File: config.mk
export PLATFORM = sky130hd
export DESIGN_NAME = cache_ahb_cfg_regs
export DESIGN_NICKNAME = d
export VERILOG_FILES = /design/src/rtl/cache_cfg_pkg.sv /design/src/rtl/cache_cfg_sat_cnt.sv /design/src/rtl/cache_ahb_cfg_regs.sv
export SDC_FILE = /design/constraint.sdc
export NUM_CORES = 1
export LEC_CHECK = 0
export CAP_MARGIN = 20
export CORE_ASPECT_RATIO = 0.5
export CORE_MARGIN = 2
export CORE_UTILIZATION = 33
export CTS_BUF_LIST = sky130_fd_sc_hd__clkbuf_8 sky130_fd_sc_hd__clkbuf_16
export DETAILED_ROUTE_END_ITERATION = 8
export PLACE_DENSITY_LB_ADDON = 0.08
export SETUP_SLACK_MARGIN = 0.5
export SLEW_MARGIN = 40
export SYNTH_ARGS = -nofsm -noshare
export SYNTH_HDL_FRONTEND = slang
export SYNTH_HIERARCHICAL = 1
export SYNTH_SLANG_ARGS = --single-unit
File: constraint.sdc
create_clock -name i_hclk -period 4.6 [get_ports i_hclk]
set_input_delay 0.46 -clock i_hclk [delete_from_list [all_inputs] [get_ports i_hclk]]
set_output_delay 0.46 -clock i_hclk [all_outputs]
set_load 0.01 [all_outputs]
File: src/rtl/cache_cfg_pkg.sv
// Shared definitions for the cache configuration register slave: register offsets,
// bit positions, FSM state encoding, AHB response codes and a byte-lane helper.
package cache_cfg_pkg;

    localparam int OFF_CTRL  = 'h00;
    localparam int OFF_STAT  = 'h04;
    localparam int OFF_IRQEN = 'h08;
    localparam int OFF_HIT   = 'h0C;
    localparam int OFF_MISS  = 'h10;

    localparam int CTRL_EN    = 0;
    localparam int CTRL_HPDIS = 1;
    localparam int CTRL_FLUSH = 2;

    localparam int STAT_BUSY  = 0;
    localparam int STAT_FDONE = 1;
    localparam int STAT_ERR   = 2;

    localparam logic HRESP_OKAY  = 1'b0;
    localparam logic HRESP_ERROR = 1'b1;

    typedef enum logic [2:0] {
        ST_IDLE,
        ST_WR,
        ST_RD,
        ST_ERR1,
        ST_ERR2
    } state_e;

    // Little-endian AHB byte lanes touched by a transfer of the given size.
    function automatic logic [3:0] byte_lanes(input logic [2:0] size, input logic [1:0] a);
        logic [3:0] l;
        case (size)
            3'd0:    l = 4'b0001 << a;
            3'd1:    l = a[1] ? 4'b1100 : 4'b0011;
            default: l = 4'b1111;
        endcase
        return l;
    endfunction

endpackage

File: src/rtl/cache_cfg_sat_cnt.sv
// Saturating event counter used for the cache hit/miss performance registers.
// A clear in the same cycle as an increment leaves the counter at zero.
module cache_cfg_sat_cnt
    import cache_cfg_pkg::*;
#(
    parameter int CNT_W = 32
) (
    input  logic             i_clk,
    input  logic             i_rst,
    input  logic             i_inc,
    input  logic             i_clr,
    output logic [CNT_W-1:0] o_q
);

    logic [CNT_W-1:0] cnt_q, cnt_d;

    always_comb begin
        cnt_d = cnt_q;
        if (i_clr) begin
            cnt_d = '0;
        end else if (i_inc && (cnt_q != {CNT_W{1'b1}})) begin
            cnt_d = cnt_q + CNT_W'(1);
        end
    end

    always_ff @(posedge i_clk or posedge i_rst) begin
        if (i_rst) begin
            cnt_q <= '0;
        end else begin
            cnt_q <= cnt_d;
        end
    end

    assign o_q = cnt_q;

endmodule

File: src/rtl/cache_ahb_cfg_regs.sv
// AHB-Lite slave for cache control/status: CTRL, STAT (sticky W1C), IRQEN and,
// when CACHE_CFG_PERF_CNT_EN is defined, HIT_CNT/MISS_CNT performance counters.
module cache_ahb_cfg_regs
    import cache_cfg_pkg::*;
#(
    parameter int REG_AW  = 5,
    parameter int RD_WAIT = 0,
    parameter int CNT_W   = 32
) (
    input  logic        i_hclk,
    input  logic        i_hreset,
    input  logic        i_hsel,
    input  logic        i_hwrite,
    input  logic        i_hready,
    input  logic [31:0] i_haddr,
    input  logic [2:0]  i_hsize,
    input  logic [1:0]  i_htrans,
    input  logic [31:0] i_hwdata,
    output logic        o_hready,
    output logic        o_hresp,
    output logic [31:0] o_hrdata,
    input  logic [3:0]  i_hprot_mem,
    output logic        o_bypass,
    output logic        o_cache_dis,
    output logic        o_flush_req,
    input  logic        i_flush_done,
    input  logic        i_hit,
    input  logic        i_miss,
    output logic        o_irq
);

    localparam logic [1:0] RD_WAIT_L = 2'(RD_WAIT);

    state_e            state_q, state_d;
    logic [REG_AW-1:0] addr_q, addr_d;
    logic [2:0]        size_q, size_d;
    logic [1:0]        wait_q, wait_d;
    logic              en_q, en_d, hpdis_q, hpdis_d, busy_q, busy_d;
    logic              fdone_q, fdone_d, errs_q, errs_d;
    logic [1:0]        irqen_q, irqen_d;

    logic              hready_c, resp_c, accept, req_err;
    logic              wr_en, rd_done, err_cycle;
    logic [REG_AW-1:0] woff;
    logic [3:0]        wlanes;
    logic [31:0]       rdata_c;

    function automatic logic is_mapped(input logic [REG_AW-1:0] off);
        logic [REG_AW-1:0] w;
        logic              m;
        w = {off[REG_AW-1:2], 2'b00};
        m = (w == REG_AW'(OFF_CTRL)) || (w == REG_AW'(OFF_STAT)) || (w == REG_AW'(OFF_IRQEN));
`ifdef CACHE_CFG_PERF_CNT_EN
        m = m || (w == REG_AW'(OFF_HIT)) || (w == REG_AW'(OFF_MISS));
`endif
        return m;
    endfunction

    assign hready_c = !((state_q == ST_ERR1) || ((state_q == ST_RD) && (wait_q != RD_WAIT_L)));
    assign accept   = i_hsel && i_htrans[1] && i_hready && hready_c;
    assign req_err  = (i_hsize > 3'd2)
                   || ((i_hsize == 3'd1) && i_haddr[0])
                   || ((i_hsize == 3'd2) && (i_haddr[1:0] != 2'b00))
                   || !is_mapped(i_haddr[REG_AW-1:0]);

    always_comb begin
        state_d   = state_q;
        addr_d    = addr_q;
        size_d    = size_q;
        wait_d    = wait_q;
        resp_c    = HRESP_OKAY;
        wr_en     = 1'b0;
        rd_done   = 1'b0;
        err_cycle = 1'b0;
        case (state_q)
            ST_WR:   wr_en = 1'b1;
            ST_RD: begin
                if (wait_q != RD_WAIT_L) begin
                    wait_d = wait_q + 2'd1;
                end else begin
                    rd_done = 1'b1;
                end
            end
            ST_ERR1: begin
                resp_c    = HRESP_ERROR;
                err_cycle = 1'b1;
                state_d   = ST_ERR2;
            end
            ST_ERR2: resp_c = HRESP_ERROR;
            default: ;
        endcase
        // Any cycle that finishes the current data phase may also open the next one.
        if (hready_c) begin
            state_d = ST_IDLE;
            if (accept) begin
                addr_d  = i_haddr[REG_AW-1:0];
                size_d  = i_hsize;
                wait_d  = 2'd0;
                state_d = req_err ? ST_ERR1 : (i_hwrite ? ST_WR : ST_RD);
            end
        end
    end

    assign woff   = {addr_q[REG_AW-1:2], 2'b00};
    assign wlanes = byte_lanes(size_q, addr_q[1:0]);

    always_comb begin
        en_d    = en_q;
        hpdis_d = hpdis_q;
        busy_d  = busy_q;
        fdone_d = fdone_q;
        errs_d  = errs_q;
        irqen_d = irqen_q;
        if (wr_en && wlanes[0]) begin
            if (woff == REG_AW'(OFF_CTRL)) begin
                en_d    = i_hwdata[CTRL_EN];
                hpdis_d = i_hwdata[CTRL_HPDIS];
                if (i_hwdata[CTRL_FLUSH] && !busy_q) begin
                    busy_d = 1'b1;
                end
            end else if (woff == REG_AW'(OFF_STAT)) begin
                if (i_hwdata[STAT_FDONE]) fdone_d = 1'b0;
                if (i_hwdata[STAT_ERR])   errs_d  = 1'b0;
            end else if (woff == REG_AW'(OFF_IRQEN)) begin
                irqen_d = i_hwdata[2:1];
            end
        end
        // Hardware set events come last so they win over a same-cycle W1C.
        if (busy_q && i_flush_done) begin
            busy_d  = 1'b0;
            fdone_d = 1'b1;
        end
        if (err_cycle) begin
            errs_d = 1'b1;
        end
    end

`ifdef CACHE_CFG_PERF_CNT_EN
    logic [CNT_W-1:0] hit_cnt, miss_cnt;

    cache_cfg_sat_cnt #(.CNT_W(CNT_W)) u_hit_cnt (
        .i_clk (i_hclk),
        .i_rst (i_hreset),
        .i_inc (i_hit),
        .i_clr (wr_en && (woff == REG_AW'(OFF_HIT))),
        .o_q   (hit_cnt)
    );

    cache_cfg_sat_cnt #(.CNT_W(CNT_W)) u_miss_cnt (
        .i_clk (i_hclk),
        .i_rst (i_hreset),
        .i_inc (i_miss),
        .i_clr (wr_en && (woff == REG_AW'(OFF_MISS))),
        .o_q   (miss_cnt)
    );
`endif

    always_comb begin
        rdata_c = 32'h0;
        if (rd_done) begin
            if (woff == REG_AW'(OFF_CTRL)) begin
                rdata_c[CTRL_EN]    = en_q;
                rdata_c[CTRL_HPDIS] = hpdis_q;
            end else if (woff == REG_AW'(OFF_STAT)) begin
                rdata_c[STAT_BUSY]  = busy_q;
                rdata_c[STAT_FDONE] = fdone_q;
                rdata_c[STAT_ERR]   = errs_q;
            end else if (woff == REG_AW'(OFF_IRQEN)) begin
                rdata_c[2:1] = irqen_q;
`ifdef CACHE_CFG_PERF_CNT_EN
            end else if (woff == REG_AW'(OFF_HIT)) begin
                rdata_c = 32'(hit_cnt);
            end else if (woff == REG_AW'(OFF_MISS)) begin
                rdata_c = 32'(miss_cnt);
`endif
            end
        end
    end

    always_ff @(posedge i_hclk or posedge i_hreset) begin
        if (i_hreset) begin
            state_q <= ST_IDLE;
            addr_q  <= '0;
            size_q  <= '0;
            wait_q  <= '0;
            en_q    <= 1'b0;
            hpdis_q <= 1'b0;
            busy_q  <= 1'b0;
            fdone_q <= 1'b0;
            errs_q  <= 1'b0;
            irqen_q <= '0;
        end else begin
            state_q <= state_d;
            addr_q  <= addr_d;
            size_q  <= size_d;
            wait_q  <= wait_d;
            en_q    <= en_d;
            hpdis_q <= hpdis_d;
            busy_q  <= busy_d;
            fdone_q <= fdone_d;
            errs_q  <= errs_d;
            irqen_q <= irqen_d;
        end
    end

    assign o_hready    = hready_c;
    assign o_hresp     = resp_c;
    assign o_hrdata    = rdata_c;
    assign o_bypass    = !en_q;
    assign o_cache_dis = hpdis_q & i_hprot_mem[0];
    assign o_flush_req = busy_q;
    assign o_irq       = |({errs_q, fdone_q} & irqen_q);

    logic unused_ok;
`ifdef CACHE_CFG_PERF_CNT_EN
    assign unused_ok = ^{i_haddr[31:REG_AW], i_htrans[0], i_hwdata[31:3], i_hprot_mem[3:1]};
`else
    assign unused_ok = ^{i_haddr[31:REG_AW], i_htrans[0], i_hwdata[31:3], i_hprot_mem[3:1],
                         i_hit, i_miss};
`endif

endmodule

==> flow_summary.json, run 1 <==
{
  "port_buffers": 27,
  "fillers": 358,
  "final_common_cell": "conb_1",
  "drtAntennaViolNets": 0,
  "grt_max_degree": 21,
  "ctsHoldBuffers": 0,
  "cts_resized": 0,
  "drive_gt1_frac": 0.1118,
  "antenna_found_initial": 0,
  "cp_cell_sequence": "nor3b_1 > nand3b_1 > nor2_1 > clkdlybuf4s50_1",
  "fp.dieH_um": 47.93,
  "maxCapViolCount": 0,
  "fp.coreArea_um2": 3566,
  "setup_viol": 0,
  "vias": 874,
  "drc": 0,
  "grt_pass1_vias": 753,
  "slew_viol_final": 0,
  "wl_per_cell_um": 10.99,
  "overflow": 0,
  "grt_pass1_wl_mm": 3.519,
  "cts_root_buffer": "clkbuf_8",
  "rsz0062_at_grt": "no",
  "finClkSkew_ns": 0.003558,
  "slew_headroom": 0.5161,
  "worstSetupPathType": "reg2out",
  "tightest_slew_ns": 0.7214,
  "finalCritPeriodShare": 0.5516,
  "fin_setup_tns_ns": 0,
  "cts.sinks": 20,
  "cp_data_required_time_ns": 4.14,
  "worstSkewPairLatency_ns": 0.26,
  "hold_viol": 0,
  "cts_tree": "built",
  "dieArea_um2": 4403,
  "finalWorstSetupSlack_ns": 2.063,
  "status": "finished, final reports clean",
  "numCtsBuffers": 3,
  "register_area_um2": 500.5,
  "syn-cell-area_um2": 1274,
  "multi_input_area_um2": 630.6,
  "synth.avg_cell_area_um2": 10.36,
  "row_count": 15,
  "p_leak_nw": 0.6803,
  "vdd_drop_max_uv": 154.0,
  "worst_path_largest_cell_delay_ns": 0.54,
  "synth_cell_types": 33,
  "ys_seq_area_frac": 0.3929,
  "die_w_um": 91.86,
  "layout.cells.non_filler": 203,
  "post-route-min-period_ns": 2.537,
  "fin_nets": 236,
  "initial_utilization": 0.3572,
  "track_usage": 0.1077,
  "dp_cells": 199,
  "powerDensity_nw_per_um2": 410.6,
  "area_delta_synth_final_pct": 20.83,
  "endpoint_kind": "output pin",
  "yosysWarnings": 6,
  "cts.path.max_buffers": 2,
  "drtIter0Drc": 41,
  "gp_congestion": 0.7193,
  "place_worst_setup_slack_ns": 2.342,
  "layout_common_cells": "conb_1, clkdlybuf4s50_1, dfrtp_1",
  "clkTransAtPathRegs_ns": 0.07,
  "hold_path.class": "reg2reg",
  "ys_seq_elements": 20,
  "cpMaxStageDelayCell": "clkdlybuf4s50_1",
  "dpl.hpwl_mm": 1.846,
  "wl_mm": 2.231,
  "postCtsSetupRepairBufs": 0,
  "crit_path_max_fanout": 5,
  "start_kind": "flop",
  "first_pass_iters": 4,
  "ios": 119,
  "diodes": 0,
  "fmax_ghz": 0.3941,
  "htree_num_levels": 1,
  "cp.arrival_ns": 2.08,
  "vias_per_cell": 4.305,
  "postSynthCellCount": 123
}
==> state kept, by name, indices dropped and copies added (netlist names) <==
register / count
fdone_q: 1
errs_q: 1
irqen_q: 2
o_flush_req: 1
wait_q: 2
en_q: 1
hpdis_q: 1
size_q: 3
state_q: 3
addr_q: 5
==> worst max-delay path: cells and delay by family (launching register included) <==
family / cells / cell delay [ns]
buffers and inverters: 1 / 0.54
AND/OR/NAND/NOR: 3 / 0.83
flip-flops: 1 / 0.45
==> power by group <==
part | total (mW) | internal (mW) | switching, mW | leakage, nW
Sequential | 0.277 | 0.230 | 0.0471 | 0.248
Clock | 0.133 | 0.0761 | 0.0570 | 0.0288
Combinational | 0.222 | 0.126 | 0.0965 | 0.404
==> path summary, 6_finish.rpt <==
check                           start          end  slack, ns  depth (start not counted)
max in group asynchronous    i_hreset   state_q[0]       3.72                          2
max                        state_q[2]  o_hrdata[1]       2.06                          4
min in group asynchronous    i_hreset    wait_q[0]       0.54                          2
min                         size_q[2]    size_q[2]       0.52                          1
min reg2reg                 size_q[2]    size_q[2]       0.52                          1
max reg2reg                 wait_q[0]    addr_q[1]       2.72                          5
==> metal layers <==
| layer | GRT usage | share of wire |
|---|---|---|
| met5 | 0 | 0 |
| met3 | 0.02992 | 0.069 |
| met4 | 0.03582 | 0.0099 |
| met2 | 0.1824 | 0.43 |
| met1 | 0.1392 | 0.49 |
==> cell usage after synthesis, drive strengths merged <==
cell	n	area [um^2]
buf	30	229.0
nor4bb	1	10.01
mux2i	2	20.02
conb	1	3.750
or2b	1	7.510
nor2	10	37.54
and2	2	12.51
a211oi	1	7.510
inv	5	18.77
o21ai	4	20.01
nand2	3	11.26
nand3	2	10.01
nand2b	1	6.260
nor2b	3	18.77
a21o	1	7.510
dfrtp	20	500.5
nand4	3	18.77
nand3b	1	7.510
nor4b	1	23.77
a22o	2	17.52
o21a	2	15.01
nor3	4	20.02
nor3b	1	7.510
ha	2	25.02
a21oi	6	41.29
and2b	1	10.01
nand4b	1	8.760
mux2	12	157.7
==> kinds of logic (layout without fill, tap and decap cells) <==
logic type / after synthesis / in the layout / synth area share
muxes: 14 / 14 / 0.1395
buffers and inverters: 35 / 36 / 0.1945
AOI/OAI and AO/OA: 16 / 16 / 0.08546
adders and majority gates: 2 / 2 / 0.01964
DFF: 20 / 20 / 0.3929
other: 1 / 29 / 0.002944
and+or+nand+nor: 35 / 35 / 0.1650
==> through the flow <==
step	hold WS (ns)	power [mW]	util	cell area [um^2]
2_1_floorplan	0.4238	0.4414	-	1379
3_3_place_gp	0.4907	0.5036	0.4161	1484
3_5_place_dp	0.5021	0.5066	0.4161	1484
4_1_cts	0.5206	0.6411	0.4316	1539
5_1_grt	0.5352	0.6813	0.4316	1539
6_report	0.5184	0.6319	0.4316	1539
==> final cells by class <==
class                      instances  area share
timing repair buffer              27      0.1756
tap                               51     0.04146
multi-input combinational         96      0.4098
inverter                           5     0.01220
sequential                        20      0.3252
clock buffer                       4     0.03577
(Power assumes the default switching activity.)
==> run 2: changes to the inputs <==
CORE_UTILIZATION = 30   (was 33)
clock period = 2.35 ns   (was 4.6 ns; I/O delays follow)
==> run 2 against run 1 <==
Final area increased by 2.8%. First-iteration DRC count decreased by 71%. Wire length increased by 8.8%. Core utilization decreased by 3.5 points. Worst setup slack got worse by 1.5 ns. Sequential share of layout area decreased by 0.72 points. Critical path depth unchanged. Worst hold slack got worse by 0.22 ns. Power increased by 97%. Critical path type unchanged. Critical endpoint is now o_hresp.
==> flow_summary.json, run 2 (synthesis gave the netlist of run 1 again) <==
{
  "status": "finished, final reports clean",
  "fp.dieH_um": 50.08,
  "comb_power_share": 0.379,
  "hold_path.class": "in2async",
  "die_w_um": 96.15,
  "drtAntennaViolNets": 0,
  "largest_register": "addr_q",
  "crit_path_max_fanout": 5,
  "vias_per_cell": 4.225,
  "finClkSkew_ns": 0.001147,
  "vias": 883,
  "antenna_found_initial": 0,
  "fin_nets": 240,
  "grt_pass1_vias": 832,
  "track_usage": 0.1109,
  "wl_met2_mm": 1.019,
  "switching_share": 0.3310,
  "clockPowerShare": 0.180,
  "grt_max_degree": 21,
  "dp_cells": 203,
  "powerDensity_nw_per_um2": 786.2,
  "reg2reg_from": "wait_q[1]",
  "setup.worst_path.start": "state_q[1]",
  "r2r_slack_ns": 0.70,
  "layout_common_cells": "conb_1, clkdlybuf4s50_1, dfrtp_1",
  "slew_viol_final": 0,
  "dpl.hpwl_mm": 1.919,
  "hold_viol": 0,
  "ios": 119,
  "fmax_ghz": 0.5744,
  "port_buffers": 27,
  "dieArea_um2": 4815,
  "total_power_mw": 1.243,
  "wl_mm": 2.427,
  "diodes": 0,
  "grt_pass1_wl_mm": 4.112,
  "area_delta_synth_final_pct": 24.17,
  "layout.cells.non_filler": 209,
  "whs_ns": 0.2948,
  "fin_setup_tns_ns": 0,
  "ctsHoldBuffers": 0,
  "worstSetupPathType": "reg2out",
  "vdd_drop_max_uv": 208.4,
  "worstSkewPairLatency_ns": 0.25,
  "drtIter0Drc": 12,
  "top_layer": "met3",
  "seqPwrFrac": 0.441,
  "post-route-min-period_ns": 1.741,
  "fp.coreArea_um2": 3984,
  "maxCapViolCount": 0,
  "p_int_mw": 0.8318,
  "wl_per_cell_um": 11.61,
  "overflow": 0,
  "cp.arrival_ns": 1.51,
  "cts.path.max_buffers": 2,
  "cp_data_required_time_ns": 2.12,
  "gp_congestion": 0.7462,
  "row_count": 16,
  "cts.sinks": 20,
  "start_kind": "flop",
  "reg2reg_depth": 6,
  "p_leak_nw": 0.7093,
  "setup_viol": 0,
  "dr_wl_met3_um": 134,
  "cts_root_buffer": "clkbuf_8",
  "clkTransAtPathRegs_ns": 0.07,
  "final_common_cell": "conb_1",
  "top_regs": "addr_q x5, size_q x3, state_q x3",
  "wl_met1_mm": 1.272,
  "largest_register_ffs": 5,
  "final_core_util": 0.3970,
  "numCtsBuffers": 3,
  "finalCritPeriodShare": 0.7409,
  "drc": 0,
  "htree_num_levels": 1,
  "first_pass_iters": 2,
  "cts_tree": "built",
  "r2r_end": "addr_q[1]",
  "drive_gt1_frac": 0.1935,
  "rsz0062_at_grt": "no",
  "endpoint_kind": "output pin",
  "p_switching_mw": 0.4115,
  "initial_utilization": 0.3197
}
-- run 2: cell types whose count changed in the layout (fill, tap and decap cells not counted), sizes merged --
cell and delta:
inv +1, clkinv -1, clkdlybuf4s15 +1, buf +4, dlygate4sd2 +2, clkbuf +1
clkdlybuf4s50 -5
-- run 2: final cells by class --
cell class	count	area [um^2]
Tap cell	54	67.56
Fill cell	417	2402
Inverter	5	18.77
Multi-Input combinational cell	96	650.6
Clock buffer	3	41.29
Sequential cell	20	503.0
Timing Repair Buffer	31	300.3
-- run 2: worst max-delay path, cell delays in order, from the launching register on --
cell	delay, ns
dfrtp_1	0.44
and2b_4	0.21
and2_1	0.18
a21o_1	0.15
dlygate4sd2_1	0.27
-- run 2: power by group through the flow --
stage / clock network, mW / registers [mW] / logic [mW]
2_1_floorplan: 0 / 0.520 / 0.344
3_3_place_gp: 0 / 0.549 / 0.443
6_report: 0.224 / 0.548 / 0.471
4_1_cts: 0.235 / 0.546 / 0.460
3_5_place_dp: 0 / 0.550 / 0.450
5_1_grt: 0.248 / 0.567 / 0.535
-- run 2: through the flow --
| step | instance area (um^2) | worst slack [ns] |
|---|---|---|
| 5_1_grt | 1582 | 0.5320 |
| 4_1_cts | 1578 | 0.5516 |
| 2_1_floorplan | 1379 | 0.7130 |
| 3_5_place_dp | 1495 | 0.4554 |
| 3_3_place_gp | 1495 | 0.4649 |
| 6_report | 1582 | 0.6090 |
-- run 2: worst max path at each step --
stage	to	slack, ns	depth (start not counted)
floorplan	addr_q[0]	0.71	6
global placement	addr_q[1]	0.46	5
detailed placement	addr_q[1]	0.46	5
CTS	o_hrdata[1]	0.55	5
global route	o_hrdata[0]	0.53	4
finish	o_hresp	0.61	4
-- run 2: repair_timing --
action | in CTS | in global routing
gates resized for setup | 10 | 8
pin swaps | 1 | 2
buffers inserted | 3 | 0
endpoints found under the setup margin | 11 | 4
endpoints found under the hold margin | 0 | 0
-- run 2: routing by layer --
layer | vias to the layer above | track usage
li1 | 426 | -
met5 | - | 0
met4 | 0 | 0.02143
met3 | 0 | 0.02294
met2 | 39 | 0.1690
met1 | 418 | 0.1618
==> run 3: changes to the inputs <==
clock period = 1.7 ns   (was 2.35 ns; I/O delays follow)
==> run 3 against run 2 <==
Cell count grew 9.1%. Clock power grew 37%. Die area is the same. Worst hold slack lost 0.053 ns. Sequential share of layout area shrank 3.4 points. Flip-flop and latch count is the same. Count of clock-buffer cells in the layout is the same. Register-to-register slack lost 0.59 ns. First-iteration DRC count grew 17%. Via count grew 7.8%. Critical endpoint is now addr_q[1].
==> flow_summary.json, run 3 (synthesis gave the netlist of run 1 again) <==
{
  "status": "finished, final reports clean",
  "wl_mm": 2.527,
  "wl_met2_mm": 1.067,
  "post-route-min-period_ns": 1.586,
  "numCtsBuffers": 3,
  "top_regs": "addr_q x5, size_q x3, state_q x3",
  "fin_nets": 259,
  "cp.arrival_ns": 1.73,
  "fillers": 393,
  "maxCapViolCount": 0,
  "hold_path.class": "in2async",
  "dieArea_um2": 4815,
  "area_delta_synth_final_pct": 38.90,
  "ios": 119,
  "path_buf_inv": 2,
  "rsz0062_at_grt": "yes",
  "finalInstanceArea_um2": 1769,
  "initial_utilization": 0.3197,
  "finalCritPeriodShare": 0.9331,
  "cts_root_buffer": "clkbuf_8",
  "grt_pass1_wl_mm": 4.360,
  "largest_register": "addr_q",
  "drtAntennaViolNets": 0,
  "vias": 952,
  "cts.sinks": 20,
  "worstSkewPairLatency_ns": 0.26,
  "wl_met1_mm": 1.267,
  "switching_share": 0.3279,
  "dpl.hpwl_mm": 1.985,
  "cp_cell_sequence": "inv_2 > ha_4 > or2b_1 > a21oi_4 > buf_12 > mux2_2",
  "overflow": 0,
  "worstSetupPathType": "reg2reg",
  "layout_common_cells": "conb_1, dfrtp_1, clkdlybuf4s50_1, buf_4, nor2_1",
  "multi_input_area_um2": 706.9,
  "layout.cells.non_filler": 228,
  "wl_per_cell_um": 11.08,
  "dr_wl_met3_um": 171,
  "finClkSkew_ns": 0.005422,
  "critical_path.top_delay_family": "flip-flops",
  "setup_viol": 0,
  "clockPowerShare": 0.164,
  "top_layer": "met4",
  "fmax_ghz": 0.6304,
  "final_core_util": 0.4441,
  "vdd_drop_max_uv": 339.9,
  "powerDensity_nw_per_um2": 1060,
  "placedInstanceArea_um2": 1595,
  "antenna_found_initial": 0,
  "final_common_cell": "conb_1",
  "htree_num_levels": 1,
  "dp_cells": 213,
  "comb_power_share": 0.437,
  "total_power_mw": 1.875,
  "largest_register_ffs": 5,
  "p_leak_nw": 0.8494,
  "drtIter0Drc": 14,
  "slew_viol_final": 0,
  "start_kind": "flop",
  "p_switching_mw": 0.6148,
  "vias_per_cell": 4.175,
  "endpoint_kind": "flop",
  "grt_max_degree": 21,
  "register_area_um2": 501.7,
  "drive_gt1_frac": 0.3506,
  "worst_path_largest_cell_delay_ns": 0.39,
  "seqPwrFrac": 0.399,
  "die_w_um": 96.15,
  "grt_pass1_vias": 916,
  "clkTransAtPathRegs_ns": 0.07,
  "hold_viol": 0,
  "cpMaxStageDelayCell": "dfrtp_1",
  "gp_congestion": 0.7062,
  "drc": 0,
  "first_pass_iters": 4,
  "cp_data_required_time_ns": 1.84,
  "row_count": 16,
  "track_usage": 0.1184,
  "cts.path.max_buffers": 2,
  "p_int_mw": 1.260,
  "port_buffers": 27,
  "crit_path_max_fanout": 9,
  "fp.coreArea_um2": 3984,
  "cts_tree": "built",
  "fp.dieH_um": 50.08,
  "diodes": 0
}
==> run 3: power by group through the flow <==
stage | combinational, mW | sequential (mW) | clock, mW
after global placement | 0.678 | 0.754 | 0
after detailed placement | 0.687 | 0.756 | 0
after CTS | 0.769 | 0.746 | 0.322
final | 0.819 | 0.749 | 0.307
after global routing | 0.914 | 0.773 | 0.344
after floorplan | 0.485 | 0.720 | 0
==> run 3: path summary, 6_finish.rpt <==
kind	from	cells past startpoint	to	slack [ns]
setup / recovery	wait_q[1]	6	addr_q[1]	0.11
hold / removal	i_hreset	3	hpdis_q	0.24
setup reg to reg	wait_q[1]	6	addr_q[1]	0.11
hold reg to reg	addr_q[1]	1	addr_q[1]	0.51
max in group asynchronous	i_hreset	3	addr_q[3]	1.23
min in group i_hclk	i_flush_done	2	o_flush_req	0.50
==> run 3: tightest hold or removal path, stage by stage <==
cell	delay, ns
clkdlybuf4s50_1	0.40
inv_1	0.05
buf_4	0.27
==> run 3: final cells by class <==
type | instances | share of cell area
flip-flops and latches | 20 | 0.2836
inverters | 5 | 0.01061
well taps | 54 | 0.03819
clock buffers | 3 | 0.02334
repair buffers | 50 | 0.2447
multi-input cells | 96 | 0.3996
==> run 3: timing repair <==
action	CTS	global route
pin swaps	11	6
hold buffers	0	0
resized for setup	43	6
endpoints found under the setup margin	28	26
buffers inserted	9	3
==> run 3: stage by stage <==
stage / TNS [ns] / setup WS (ns) / hold slack [ns]
after floorplan: 0 / 0.08926 / 0.1338
after global placement: 0 / 0.005661 / 0.4878
after detailed placement: -0.004320 / -0.004320 / 0.4978
after CTS: 0 / 0.07785 / 0.2460
after global routing: 0 / 0.03156 / 0.2560
final: 0 / 0.1137 / 0.2415
==> run 3: routing by layer <==
| metal | track usage | vias to the layer above |
|---|---|---|
| li1 | - | 464 |
| met1 | 0.1725 | 443 |
| met2 | 0.1725 | 43 |
| met3 | 0.02752 | 2 |
| met4 | 0.03571 | 0 |
| met5 | 0 | - |
